===== src/rtl/midi_voice_allocator.sv =====
// midi_voice_allocator
//   Polyphonic voice scheduler sitting between the MIDI message framer and
//   NUM_VOICES synth voices. Each accepted note-on is given to the voice that
//   already holds the note, else the lowest free voice, else the oldest voice.
//   Note-offs release the owning voice and All-Notes-Off releases every voice.
//
// Ports:
//   clk              system clock
//   resetq           synchronous, active-high reset
//   message_received one-cycle pulse qualifying command/value1/value2
//   command          MIDI status byte
//   value1           note / controller number
//   value2           velocity / controller value
//   voice_load       one-hot, one-cycle strobe for the voice latching the bus
//   voice_note       note number on the shared bus
//   voice_velocity   velocity on the shared bus (0 = release)
//   voice_active     bit i high while voice i holds a note
//   busy             high while a message is being processed
//   drop             one-cycle pulse when a message is lost (buffer full)
module midi_voice_allocator #(
  parameter int NUM_VOICES = 4,
  parameter int CHANNEL    = 0,
  parameter int AGE_W      = 8
) (
  input  logic                  clk,
  input  logic                  resetq,
  input  logic                  message_received,
  input  logic [7:0]            command,
  input  logic [7:0]            value1,
  input  logic [7:0]            value2,
  output logic [NUM_VOICES-1:0] voice_load,
  output logic [7:0]            voice_note,
  output logic [7:0]            voice_velocity,
  output logic [NUM_VOICES-1:0] voice_active,
  output logic                  busy,
  output logic                  drop
);

  localparam int IW = (NUM_VOICES > 1) ? $clog2(NUM_VOICES) : 1;
  localparam logic [IW-1:0]    LAST    = IW'(NUM_VOICES - 1);
  localparam logic [AGE_W-1:0] AGE_MAX = '1;

  typedef enum logic [1:0] {IDLE, SCAN, LOAD, ALLOFF} state_t;
  typedef enum logic [1:0] {K_NONE, K_ON, K_OFF, K_ALL} kind_t;

  state_t state, state_next;
  kind_t  in_kind, start_kind, cur_kind, pend_kind;

  logic       pend_valid;
  logic [7:0] pend_note, pend_vel, cur_note, cur_vel, start_note, start_vel;
  logic       take_pend, take_new, start, store_new, drop_new;

  logic [IW-1:0]    scan_idx;
  logic             match_found, free_found, old_found;
  logic [IW-1:0]    match_idx, free_idx, old_idx;
  logic [AGE_W-1:0] old_age;

  logic [7:0]       held_note [NUM_VOICES];
  logic [AGE_W-1:0] age       [NUM_VOICES];

  logic          strobe_en;
  logic [IW-1:0] strobe_idx;
  logic [7:0]    strobe_note, strobe_vel;

  // Classify the incoming message; a note-on with velocity 0 is a release.
  always_comb begin
    in_kind = K_NONE;
    if (message_received && command[3:0] == 4'(CHANNEL) && !value1[7]) begin
      if (command[7:4] == 4'h9 && value2 != 8'd0)
        in_kind = K_ON;
      else if (command[7:4] == 4'h8 || command[7:4] == 4'h9)
        in_kind = K_OFF;
      else if (command[7:4] == 4'hB && value1 == 8'd123)
        in_kind = K_ALL;
    end
  end

  // A buffered message always wins the idle slot; a message arriving in that
  // same cycle refills the buffer that is being emptied.
  always_comb begin
    take_pend  = (state == IDLE) && pend_valid;
    take_new   = (state == IDLE) && !pend_valid && (in_kind != K_NONE);
    start      = take_pend || take_new;
    start_kind = take_pend ? pend_kind : in_kind;
    start_note = take_pend ? pend_note : value1;
    start_vel  = take_pend ? pend_vel  : value2;
    store_new  = (in_kind != K_NONE) && !take_new && (!pend_valid || take_pend);
    drop_new   = (in_kind != K_NONE) && !take_new && pend_valid && !take_pend;
  end

  // State register.
  always_ff @(posedge clk) begin
    if (resetq)
      state <= IDLE;
    else
      state <= state_next;
  end

  // Next-state logic: SCAN and ALLOFF each walk every voice once.
  always_comb begin
    state_next = state;
    case (state)
      IDLE:    if (start) state_next = (start_kind == K_ALL) ? ALLOFF : SCAN;
      SCAN:    if (scan_idx == LAST) state_next = LOAD;
      LOAD:    state_next = IDLE;
      ALLOFF:  if (scan_idx == LAST) state_next = IDLE;
      default: state_next = IDLE;
    endcase
  end

  // Strobe decision. Stealing needs no guard: with no free voice every voice
  // is active, so the oldest-voice record is always valid.
  always_comb begin
    strobe_en   = 1'b0;
    strobe_idx  = '0;
    strobe_note = voice_note;
    strobe_vel  = voice_velocity;
    case (state)
      LOAD: begin
        if (cur_kind == K_ON) begin
          strobe_en   = 1'b1;
          strobe_idx  = match_found ? match_idx : (free_found ? free_idx : old_idx);
          strobe_note = cur_note;
          strobe_vel  = cur_vel;
        end else if (cur_kind == K_OFF && match_found) begin
          strobe_en   = 1'b1;
          strobe_idx  = match_idx;
          strobe_note = cur_note;
          strobe_vel  = 8'd0;
        end
      end
      ALLOFF: begin
        if (voice_active[scan_idx]) begin
          strobe_en   = 1'b1;
          strobe_idx  = scan_idx;
          strobe_note = held_note[scan_idx];
          strobe_vel  = 8'd0;
        end
      end
      default: ;
    endcase
  end

  // Datapath: pending buffer, scan records, per-voice state and the
  // registered bus outputs.
  always_ff @(posedge clk) begin
    if (resetq) begin
      voice_load     <= '0;
      voice_note     <= '0;
      voice_velocity <= '0;
      voice_active   <= '0;
      busy           <= 1'b0;
      drop           <= 1'b0;
      pend_valid     <= 1'b0;
      pend_kind      <= K_NONE;
      pend_note      <= '0;
      pend_vel       <= '0;
      cur_kind       <= K_NONE;
      cur_note       <= '0;
      cur_vel        <= '0;
      scan_idx       <= '0;
      match_found    <= 1'b0;
      free_found     <= 1'b0;
      old_found      <= 1'b0;
      match_idx      <= '0;
      free_idx       <= '0;
      old_idx        <= '0;
      old_age        <= '0;
      for (int i = 0; i < NUM_VOICES; i++) begin
        held_note[i] <= '0;
        age[i]       <= '0;
      end
    end else begin
      // busy also covers the strobe cycle, when the FSM is already back in IDLE.
      busy <= (state_next != IDLE) || (state == LOAD) || (state == ALLOFF);
      drop <= drop_new;

      voice_load <= '0;
      if (strobe_en) begin
        voice_load     <= NUM_VOICES'(1) << strobe_idx;
        voice_note     <= strobe_note;
        voice_velocity <= strobe_vel;
      end

      if (take_pend)
        pend_valid <= 1'b0;
      if (store_new) begin
        pend_valid <= 1'b1;
        pend_kind  <= in_kind;
        pend_note  <= value1;
        pend_vel   <= value2;
      end

      if (start) begin
        cur_kind    <= start_kind;
        cur_note    <= start_note;
        cur_vel     <= start_vel;
        scan_idx    <= '0;
        match_found <= 1'b0;
        free_found  <= 1'b0;
        old_found   <= 1'b0;
      end

      case (state)
        SCAN: begin
          if (voice_active[scan_idx] && held_note[scan_idx] == cur_note && !match_found) begin
            match_found <= 1'b1;
            match_idx   <= scan_idx;
          end
          if (!voice_active[scan_idx] && !free_found) begin
            free_found <= 1'b1;
            free_idx   <= scan_idx;
          end
          // Strict greater-than keeps the lowest index on equal ages.
          if (voice_active[scan_idx] && (!old_found || age[scan_idx] > old_age)) begin
            old_found <= 1'b1;
            old_idx   <= scan_idx;
            old_age   <= age[scan_idx];
          end
          scan_idx <= scan_idx + IW'(1);
        end
        LOAD: begin
          if (strobe_en && cur_kind == K_ON) begin
            for (int i = 0; i < NUM_VOICES; i++) begin
              if (IW'(i) == strobe_idx) begin
                held_note[i]    <= cur_note;
                age[i]          <= '0;
                voice_active[i] <= 1'b1;
              end else if (voice_active[i] && age[i] != AGE_MAX) begin
                age[i] <= age[i] + AGE_W'(1);
              end
            end
          end else if (strobe_en) begin
            voice_active[strobe_idx] <= 1'b0;
            age[strobe_idx]          <= '0;
          end
        end
        ALLOFF: begin
          voice_active[scan_idx] <= 1'b0;
          age[scan_idx]          <= '0;
          scan_idx               <= scan_idx + IW'(1);
        end
        default: ;
      endcase
    end
  end

endmodule


===== config.mk =====
export PLATFORM = sky130hd
export DESIGN_NAME = midi_voice_allocator
export DESIGN_NICKNAME = d
export VERILOG_FILES = /design/src/rtl/midi_voice_allocator.sv
export SDC_FILE = /design/constraint.sdc
export NUM_CORES = 1
export LEC_CHECK = 0
export ABC_AREA = 1
export CORE_MARGIN = 8
export CORE_UTILIZATION = 27
export DETAILED_ROUTE_END_ITERATION = 12
export PLACE_DENSITY_LB_ADDON = 0.3
export SETUP_SLACK_MARGIN = 0.3
export SYNTH_ARGS = -nofsm -noshare
export SYNTH_HDL_FRONTEND = slang
export SYNTH_SLANG_ARGS = --single-unit

===== constraint.sdc =====
create_clock -name clk -period 5.9 [get_ports clk]
set_input_delay 1.18 -clock clk [delete_from_list [all_inputs] [get_ports clk]]
set_output_delay 1.18 -clock clk [all_outputs]
set_load 0.05 [all_outputs]

After elaboration in Yosys (flattened, before gate mapping)
Memories as Yosys holds them, arrays and structs flattened. A register that Yosys moved wholly into a read port is not among the register bits.
Cells that the tools add are included.
{ "op_classes": {"eq_ne": 26, "muxes": 132, "shift": 1, "n_bitwise": 17, "reduce_logical": 58, "n_lt_le_gt_ge": 5, "addsub": 5} }
{ "ops": {"columns": ["op", "count"], "rows": [
  ["8-bit two-way mux", 22],
  ["1-bit two-way mux", 77],
  ["2-bit two-way mux", 22],
  ["8-bit by 1-bit adder with 8-bit output, second input constant", 4],
  ["8-bit inequality test, second input constant", 4],
  ["8-bit one-hot mux with 2 select lines", 2],
  ["1-bit logical AND", 23],
  ["3-bit by 2-bit inequality test with 1-bit output, second input constant", 6],
  ["8-bit OR reduction", 2],
  ["4-bit equality test, second input constant", 3],
  ["1-bit bitwise OR", 12],
  ["3-bit AND reduction", 4],
  ["2-bit equality test, second input constant", 5],
  ["2-bit nonzero test", 5],
  ["4-bit AND", 2],
  ["8-bit by 7-bit equality test with 1-bit output, second input constant", 1],
  ["8-bit equality test", 1],
  ["8-bit greater-than comparator", 1],
  ["1-bit zero test", 8],
  ["4-bit two-way mux", 2],
  ["4-bit inverter", 2],
  ["2-bit one-hot mux with 4 select lines", 1],
  ["4-bit one-hot mux with 2 select lines", 1],
  ["8-bit nonzero test", 1],
  ["19 further kinds", 33]
]} }
{ "totals": {"in_bits": 27, "mem_count": 2, "regBits": 84, "out_inout_bits": 26, "ramBits": 64, "word_cells": 271} }
{ "mem_list": {"columns": ["name", "words", "width", "read_ports", "rd_clocked_by_memory_dff", "write_ports", "line", "text"], "rows": [
  ["age", 4, 8, 5, 1, 4, "59", "logic [AGE_W-1:0] age [NUM_VOICES];"],
  ["held_note", 4, 8, 1, 1, 4, "58", "logic [7:0] held_note [NUM_VOICES];"]
]} }

Longest topological paths before layout
Gate-level depths: netlist (run 1).
{ "depth": {"ltp_word": 15, "ltp_mapped": 16, "mapped_depth_nobuf": 14} }

Least setup slack after synthesis (run 1)
No wires, ideal clock.
{ "synth_timing": {"path_type": "register to register", "from": "register with a tool-made name", "to": "register old_age[0] (read register of age)", "synth_period_minus_slack_ns": 2.477, "path_buffers": 3, "required_ns": 5.830, "path_stages_with_launch": 16, "path_slack_ns": 3.423, "t_arrival_ns": 2.406, "setup_time_ns": 0.070, "path_cell_list": "dfxtp_1 -> inv_1 -> clkbuf_1 -> clkbuf_1 -> nand2_1 -> a32oi_1 -> inv_1 -> ha_1 -> inv_1 -> a21oi_1 -> o21ai_0 -> a21oi_1 -> o21ai_0 -> clkbuf_1 -> nand3_1 -> a21oi_1"} }
{ "synth_rtl": {"columns": ["element", "line", "text"], "rows": [
  ["end: declaration", "56", "logic [AGE_W-1:0] old_age;"]
]} }

==> results of run 1 <==
## worst min path at each step
| stage | start | endpoint | slack, ns | cells after the start |
|---|---|---|---|---|
| 2_1_floorplan | pend_note[3] | pend_note[3] | 0.42 | 2 |
| 3_3_place_gp | pend_note[6] | pend_note[6] | 0.43 | 2 |
| 3_5_place_dp | pend_note[6] | pend_note[6] | 0.44 | 2 |
| 4_1_cts | pend_note[6] | pend_note[6] | 0.45 | 2 |
| 5_1_grt | pend_note[1] | pend_note[1] | 0.46 | 2 |
| 6_report | pend_note[6] | pend_note[6] | 0.45 | 2 |
## cells by family after synthesis
logic type	after synthesis
buf+inv	140
simple gates	483
xor+xnor	23
flops	150
compound gates	214
fa+ha+maj	16
## worst register-to-register path, delay by kind of cell, from the launching register on
| kind | cells | cell delay (ns) |
|---|---|---|
| flip-flops | 1 | 0.74 |
| buffers and inverters | 1 | 0.69 |
| adder cells (fa/ha/maj) | 1 | 0.28 |
| AND/OR/NAND/NOR | 6 | 0.81 |
| AO/OA/AOI/OAI | 5 | 0.86 |
## placed cells by master, fill, tap and decap left out, types with 8 or more instances in the layout
cell type	instances
nand3b_1	10
nand4_1	9
a31oi_1	9
edfxtp_1	32
xor2_1	21
clkbuf_16	17
ha_1	16
nand2_2	9
nand3_1	112
nor2_1	102
o21ai_0	82
inv_1	94
clkdlybuf4s50_1	51
a21oi_1	110
dfxtp_1	118
nand2_1	208
buf_4	8
## layer usage
metal,track usage [%],vias up,routed length [um]
met1,16.7,3133,10200
met5,0,-,0
met3,2.87,15,926
li1,-,3497,-
met4,4.13,0,252
met2,19.9,119,9610
## area by class of cell
type,count,area share [%]
Clock buffer,17,4.71
Clock inverter,15,1.73
Sequential cell,150,36.8
Tap cell,378,5.24
Multi-Input combinational cell,736,40.8
Timing Repair Buffer,60,6.37
Inverter,103,4.36
## cell usage after synthesis (2+ instances only)
cell      number
dfxtp_1      118
inv_2          4
or2_2          7
edfxtp_1      32
nor2_2         7
ha_1          16
o22ai_1        7
o21ai_0       82
nand3_1      112
a31oi_1        9
xor2_1        21
nand3b_1      10
nor2_4         3
clkinv_1       3
nand2_2        9
inv_1         94
clkbuf_1      26
nand3_2        4
a21oi_1      110
or2_0          2
nor3_1         5
nand4_1        9
buf_6          2
nor2_1       102
nand2_1      208
xnor2_1        2
nand2_4        2
buf_2          7
## power by group through the flow
stage | Combinational (mW) | Sequential (mW) | Clock, mW
6_report | 0.0667 | 1.06 | 1.08
5_1_grt | 0.0742 | 1.06 | 1.14
4_1_cts | 0.0666 | 1.06 | 1.10
3_5_place_dp | 0.0665 | 1.08 | 0
3_3_place_gp | 0.0664 | 1.08 | 0
2_1_floorplan | 0.0339 | 1.08 | 0
==> impl_metrics.csv, run 1 <==
group,metric,value,unit
routing,routedWlPerCell,14.4,um
logic_synthesis,yosysTopAreaCell,"dfxtp_1",
sta,maxSlewHeadroom,21.6,%
sta,min_period,3.50,ns
logic_synthesis,synthCells,1026,
clock_network,cts_tree,"done",
routing,wl,20.9,mm
logic_synthesis,yosys_most_used_dff,"dfxtp_1",
grt,antenna_found_initial,0,
sta,final-hold-violation-count,0,
worst_setup_path,worstSetupPathType,"register to register",
logic_synthesis,ys_warn_count,0,
floorplanning,io_pins,53,
logic_synthesis,synth_xor_area_share,2.66,%
routing,vias_per_cell,4.64,
grt,grt_max_degree,48,
sta,tightest_slew,1.18,ns
placed_design,dp.cells,1427,
clock_network,htree_levels,4,
placed_design,io_buffer_count,52,
power,irDropWorstVdd,0.000174,V
logic_synthesis,async_flop_share,0,%
placed_design,place.gp.congestion,0.853,
finish,utilization,32.6,%
worst_setup_path,r2r_end,"old_age[4]",
sta,maxSlewViolCount,0,
clock_network,cts_buffers,17,
clock_network,postCtsSetupBuffers,0,
power,pwr-share-seq,48.0,%
worst_setup_path,start_kind,"register",
finish,syn_to_final_growth,19.3,%
grt,grt_usage,12.6,%
clock_network,hold_buffers,0,
run_status,status,"finished clean",
finish,diodes,0,
logic_synthesis,yosys-top-cells-area,"dfxtp_1, edfxtp_1, nand2_1",
logic_synthesis,syn_nets,1069,
worst_setup_path,crit_slowest_cell,"dfxtp_1",
power,p_total,2.20,mW
worst_setup_path,cp-endpoint,"old_age[4]",
worst_setup_path,slowest_delay,0.74,ns
clock_network,root_buffer,"clkbuf_16",
sta,post-route-period-util,59.3,%
finish,nets,1111,
floorplanning,die_height,183,um
floorplanning,rows,61,
logic_synthesis,synth-edff-count,32,
floorplanning,start_util,27.3,%
worst_setup_path,path_depth,13,
routing,firstDrtPassIters,5,
power,clkPwrFrac,49.0,%
clock_network,postCtsResizedCells,0,
sta,fin_ws,2.40,ns
finish,instances_no_fill,1459,
placed_design,dp_hpwl,14.8,mm
routing,vias,6764,
power,power_frac_comb,3.0,%
logic_synthesis,synth_top_area_share,31.2,%
finish,drive_above_1_share,7.77,%
logic_synthesis,syn_area,7570,um^2
sta,holdWs,0.445,ns
worst_setup_path,critPathBufInv,1,
hold_path,min_path_type,"register to register",
routing,ant_nets,0,
grt,grt_pass1_wl,33.7,mm
sta,grt_setup_unrepaired,"false",
finish,nFillCells,2958,
clock_network,clkLatencyLatePin,0.43,ns
sta,finClkSkew,0.0121,ns
sta,max_freq,286,MHz
worst_setup_path,worstPathCellList,"clkinv_1 > o21ai_0 > a21oi_1 > a21oi_1 > ha_1 > nand2_1 > nor2_1 > nand3_1 > nor2_1 > o21ai_0 > nand2_1 > nand2_1 > a21oi_1",
finish,top_regs,"age x32, held_note x32",
power,power.switching,0.554,mW
clock_network,clock_sinks,150,
logic_synthesis,muxShareOfSynthArea,0,%
placed_design,dpl_worst_slack,2.42,ns
finish,multi_input_area,3690,um^2
floorplanning,chipWidth,183,um
clock_network,path_clk_slew,0.07,ns
worst_setup_path,cp_top_family,"compound AO/OA/AOI/OAI gates",
worst_setup_path,path_max_fanout,18,
power,leakagePower,3.34,nW
worst_setup_path,rrSetupSlack,2.40,ns
logic_synthesis,synth_compound_area_share,14.6,%
power,swShare,25.2,%
floorplanning,dieArea,33700,um^2
placed_design,placed_area,8450,um^2
logic_synthesis,yosys.area_share.simple,28.8,%
logic_synthesis,synth_top_family_by_area,"simple AND/OR/NAND/NOR gates",
worst_setup_path,required,6.18,ns
grt,grt_overflow_total,0,
logic_synthesis,syn_area_per_cell,7.38,um^2
power,p_per_area,244,nW/um^2
grt,first_global_vias,6385,
routing,drc,0,
logic_synthesis,synth.distinct_cells,41,
worst_setup_path,end_kind,"register",
power,p_int,1.65,mW
floorplanning,core,27700,um^2
routing,drt-initial-drc-count,429,
clock_network,clock_path_buffers,2,
logic_synthesis,synth_seq_cells,150,
worst_setup_path,rr_worst_depth,13,
job,drv_cap,0,
sta,setup_tns,0,ns
sta,setup_viol,0,
logic_synthesis,synth-adder-area-share,2.64,%
worst_setup_path,cp.arrival,3.78,ns
finish,regArea,3320,um^2
logic_synthesis,seq_area_frac_synth,43.9,%
finish,fin_area,9030,um^2
(Power assumes the default switching activity.)
==> run 2, diff against run 1 <==
==> constraint.sdc (replaced) <==
create_clock -name clk -period 3.5 [get_ports clk]
set_input_delay 0.7 -clock clk [delete_from_list [all_inputs] [get_ports clk]]
set_output_delay 0.7 -clock clk [all_outputs]
set_load 0.05 [all_outputs]
==> run 2 against run 1 <==
Compared with the run above: total power is 71% higher; count of clock-buffer cells in the layout is 5 higher; sequential share of layout area is 0.35 points lower; design area is 0.96% higher; critical path depth is 2 lower; via count is 1.2% higher; fmax is 25% higher; sequential cell count stayed put; register-to-register slack worse by 1.7 ns; sequential power is 68% higher; clock power is 72% higher; critical path type unchanged; largest cell class unchanged.
==> impl_metrics.csv, run 2 (synthesized netlist as in run 1, its figures left out) <==
group,metric,value,unit
sta,maxSlewViolCount,0,
clock_network,htree_levels,4,
routing,drc,0,
power,pwr-share-seq,47.4,%
finish,nets,1121,
sta,grt_setup_unrepaired,"false",
clock_network,cts_buffers,17,
clock_network,path_clk_slew,0.06,ns
finish,diodes,0,
worst_setup_path,r2r_end,"old_idx[0]",
worst_setup_path,rr_worst_depth,11,
finish,utilization,32.9,%
power,p_per_area,412,nW/um^2
grt,first_global_vias,6367,
routing,vias,6845,
placed_design,dp_hpwl,15.2,mm
grt,grt_usage,12.6,%
sta,holdWs,0.446,ns
power,leakagePower,3.39,nW
floorplanning,rows,61,
finish,regArea,3320,um^2
floorplanning,chipWidth,183,um
routing,routedWlPerCell,14.2,um
routing,vias_per_cell,4.66,
sta,post-route-period-util,80.2,%
clock_network,clock_sinks,150,
sta,tightest_slew,0.785,ns
finish,top_regs,"age x32, held_note x32",
clock_network,clock_path_buffers,2,
sta,setup_viol,0,
finish,drive_above_1_share,8.34,%
worst_setup_path,path_max_fanout,17,
floorplanning,die_height,183,um
clock_network,hold_buffers,0,
placed_design,io_buffer_count,52,
grt,grt_use_met2,19.2,%
grt,busiest_layer,"met2",
finish,multi_input_area,3690,um^2
clock_network,postCtsSetupBuffers,0,
worst_setup_path,required,3.86,ns
routing,drt-initial-drc-count,511,
power,swShare,21.8,%
power,power.switching,0.820,mW
grt,grt_overflow_total,0,
sta,finClkSkew,0.0170,ns
floorplanning,io_pins,53,
finish,final_cell_mix,"nand2_1, dfxtp_1, nand3_1",
sta,max_freq,356,MHz
grt,grtUsageMet3,3.38,%
floorplanning,core,27700,um^2
job,drv_cap,0,
worst_setup_path,cp.arrival,3.17,ns
clock_network,cts_tree,"done",
sta,final-hold-violation-count,0,
grt,antenna_found_initial,1,
worst_setup_path,rrSetupSlack,0.69,ns
sta,maxSlewHeadroom,47.1,%
clock_network,postCtsResizedCells,0,
worst_setup_path,cp-endpoint,"old_idx[0]",
placed_design,place.gp.congestion,0.849,
grt,grt_pass1_wl,33.9,mm
routing,wl,20.9,mm
finish,mostFrequentLayoutCell,"nand2_1",
power,p_int,2.94,mW
grt,grt_max_degree,40,
run_status,status,"finished clean",
grt,use_met1,17.0,%
worst_setup_path,start_kind,"register",
worst_setup_path,worstSetupPathType,"register to register",
routing,ant_nets,0,
sta,min_period,2.81,ns
power,power_frac_comb,3.0,%
clock_network,root_buffer,"clkbuf_16",
floorplanning,dieArea,33700,um^2
floorplanning,start_util,27.3,%
worst_setup_path,end_kind,"register",
sta,setup_tns,0,ns
clock_network,clkLatencyLatePin,0.43,ns
power,clkPwrFrac,49.6,%
finish,nFillCells,2964,
finish,syn_to_final_growth,20.5,%
hold_path,min_path_type,"register to register",
power,irDropWorstVdd,0.000258,V
routing,firstDrtPassIters,5,
run 2: worst min path at each step:
stage | from | depth (start not counted) | to | slack (ns)
after floorplan | pend_note[3] | 2 | pend_note[3] | 0.42
after global placement | pend_note[3] | 2 | pend_note[3] | 0.43
after detailed placement | pend_note[0] | 2 | pend_note[0] | 0.44
after CTS | pend_note[0] | 2 | pend_note[0] | 0.45
after global routing | pend_note[3] | 2 | pend_note[3] | 0.46
final | pend_vel[4] | 2 | pend_vel[4] | 0.45
run 2: routing by layer:
layer | routed length [um] | vias up
li1 | - | 3512
met2 | 9100 | 143
met5 | 9 | -
met1 | 10300 | 3162
met4 | 316 | 2
met3 | 1150 | 26
run 2: cell type report:
cell class,count,share of cell area [%]
timing repair buffer,70,7.13
sequential,150,36.4
inverter,103,4.32
multi-input combinational,736,40.4
tap,378,5.19
clock inverter,10,1.29
clock buffer,22,5.21
run 2: power by group through the flow:
stage	combinational (mW)	clock (mW)	sequential [mW]
2_1_floorplan	0.0572	0	1.82
3_3_place_gp	0.114	0	1.82
3_5_place_dp	0.114	0	1.82
4_1_cts	0.115	1.90	1.78
5_1_grt	0.127	1.97	1.78
6_report	0.114	1.86	1.78
run 2: per-stage QoR:
step | cell area [um^2] | cells | power [mW] | setup slack [ns]
after detailed placement | 8530 | 1437 | 1.93 | 0.456
after global placement | 8530 | 1437 | 1.93 | 0.512
after floorplan | 7570 | 1026 | 1.87 | 1.02
after CTS | 9120 | 1469 | 3.79 | 0.737
final | 9120 | 1469 | 3.76 | 0.694
after global routing | 9120 | 1469 | 3.88 | 0.340
run 2: critical path, stage by stage, from the launching register on:
cell and delay, ns:
dfxtp_1 0.31, inv_1 0.41, o21ai_0 0.24, o22ai_1 0.39, ha_1 0.33, a21oi_1 0.14, o21ai_0 0.09, a21oi_1 0.14
o21ai_0 0.12, nand2_1 0.34, nand2_1 0.10, a21oi_1 0.13
==> run 3, diff against run 2 <==
==> constraint.sdc (replaced) <==
create_clock -name clk -period 2.4 [get_ports clk]
set_input_delay 0.48 -clock clk [delete_from_list [all_inputs] [get_ports clk]]
set_output_delay 0.48 -clock clk [all_outputs]
set_load 0.05 [all_outputs]
==> run 3 against run 2 <==
Compared with the run above: register-to-register slack lost 0.53 ns; die area unchanged; clock power up 42%; highest routed layer is now met4; global-route usage shrank 0.078 points; count of clock-buffer cells in the layout shrank 4; critical path depth grew 3; largest power group unchanged; core utilization increased by 2.2 points.
==> impl_metrics.csv, run 3 (synthesized netlist as in run 1, its figures left out) <==
group,metric,value,unit
routing,vias,7001,
sta,max_freq,448,MHz
grt,grt_max_degree,41,
finish,mostFrequentLayoutCell,"nand2_1",
power,irDropWorstVdd,0.000474,V
clock_network,root_buffer,"clkbuf_16",
sta,finClkSkew,0.0113,ns
grt,grt_pass1_wl,33.9,mm
floorplanning,core,27700,um^2
finish,drive_above_1_share,16.5,%
grt,first_global_vias,6396,
clock_network,clock_path_buffers,2,
sta,final-hold-violation-count,0,
routing,firstDrtPassIters,5,
sta,grt_setup_unrepaired,"true",
routing,wl,21.5,mm
floorplanning,dieArea,33700,um^2
finish,nets,1162,
finish,instances_no_fill,1511,
routing,drt-initial-drc-count,512,
clock_network,cts_tree,"done",
grt,grt_usage,12.5,%
worst_setup_path,worstSetupPathType,"register to register",
job,drv_cap,0,
sta,maxSlewViolCount,0,
floorplanning,die_height,183,um
placed_design,placed_area,8810,um^2
finish,nFillCells,2942,
hold_path,min_path_type,"register to register",
sta,setup_viol,0,
placed_design,place.gp.congestion,0.849,
run_status,status,"finished clean",
worst_setup_path,required,2.70,ns
grt,antenna_found_initial,0,
worst_setup_path,path_max_fanout,10,
power,leakagePower,3.76,nW
clock_network,path_clk_slew,0.07,ns
worst_setup_path,start_kind,"register",
sta,maxSlewHeadroom,63.5,%
grt,grt_overflow_total,0,
floorplanning,start_util,27.3,%
finish,syn_to_final_growth,28.5,%
floorplanning,rows,61,
sta,min_period,2.23,ns
floorplanning,chipWidth,183,um
finish,fin_area,9730,um^2
routing,drc,0,
finish,final_cell_mix,"nand2_1, dfxtp_1, nand3_1",
placed_design,io_buffer_count,52,
clock_network,cts_buffers,17,
floorplanning,io_pins,53,
power,p_per_area,559,nW/um^2
worst_setup_path,end_kind,"register",
clock_network,clock_sinks,150,
sta,tightest_slew,0.547,ns
routing,routedWlPerCell,14.2,um
routing,ant_nets,0,
finish,top_regs,"age x32, held_note x32",
clock_network,hold_buffers,0,
routing,vias_per_cell,4.63,
sta,post-route-period-util,93.0,%
placed_design,dp_hpwl,15.3,mm
placed_design,dp.cells,1470,
worst_setup_path,cp.arrival,2.53,ns
clock_network,htree_levels,4,
sta,setup_tns,0,ns
clock_network,clkLatencyLatePin,0.43,ns
[run 3: cell type report]
| class | instances | area, um^2 | share of cell area [%] |
|---|---|---|---|
| multi-input cells | 736 | 3890 | 40.0 |
| flip-flops and latches | 150 | 3340 | 34.3 |
| repair buffers | 111 | 1030 | 10.6 |
| well taps | 378 | 473 | 4.86 |
| clock buffers | 18 | 450 | 4.63 |
| inverters | 103 | 407 | 4.18 |
| clock inverters | 14 | 130 | 1.34 |
| diodes | 1 | 2.50 | 0.0257 |
[run 3: critical path: stages (launching register included)]
cell	delay [ns]
dfxtp_4	0.39
inv_8	0.09
buf_8	0.13
nor2_1	0.05
o22ai_1	0.28
ha_1	0.30
nand2_2	0.11
nor2_4	0.04
nand3_1	0.09
nor2_2	0.05
o21ai_2	0.20
nand2_2	0.10
buf_6	0.15
nand2_1	0.05
a21oi_1	0.05
[run 3: final timing paths]
kind / cells past startpoint / end / slack, ns / startpoint
setup / recovery: 14 / old_age[2] / 0.17 / register
hold / removal: 2 / pend_vel[0] / 0.45 / pend_vel[0]
setup reg to reg: 14 / old_age[2] / 0.17 / register
hold reg to reg: 2 / pend_vel[0] / 0.45 / pend_vel[0]
[run 3: metal layers]
metal	track usage, %	up-vias	part of all wire, %
li1	-	3605	-
met1	17.0	3235	49
met2	19.6	134	45
met3	2.51	27	3.9
met4	4.03	0	1.9
met5	0	-	0
[run 3: repair_timing]
action                                  4_1_cts  5_1_grt
gates cloned                                  0        2
pin swaps                                     1       18
endpoints found under the setup margin       51       94
resized for setup                            36       62
setup buffers                                 1        5
[run 3: metrics by stage]
stage / total power, mW / setup slack (ns) / hold slack, ns / util, %
6_report: 5.43 / 0.169 / 0.446 / 35.1
5_1_grt: 5.61 / 0.0841 / 0.466 / 35.1
4_1_cts: 5.47 / 0.256 / 0.450 / 34.2
3_5_place_dp: 2.83 / 0.0518 / 0.439 / 31.8
3_3_place_gp: 2.83 / 0.0723 / 0.433 / 31.8
2_1_floorplan: 2.73 / 0.305 / 0.424 / -
[run 3: report_power, final]
group / switching, mW / total, mW / leakage [nW] / internal [mW]
sequential: 0.00597 / 2.59 / 1.28 / 2.59
clock: 1.22 / 2.65 / 0.285 / 1.43
combinational: 0.107 / 0.188 / 2.19 / 0.0817
total: 1.33 / 5.43 / 3.76 / 4.10
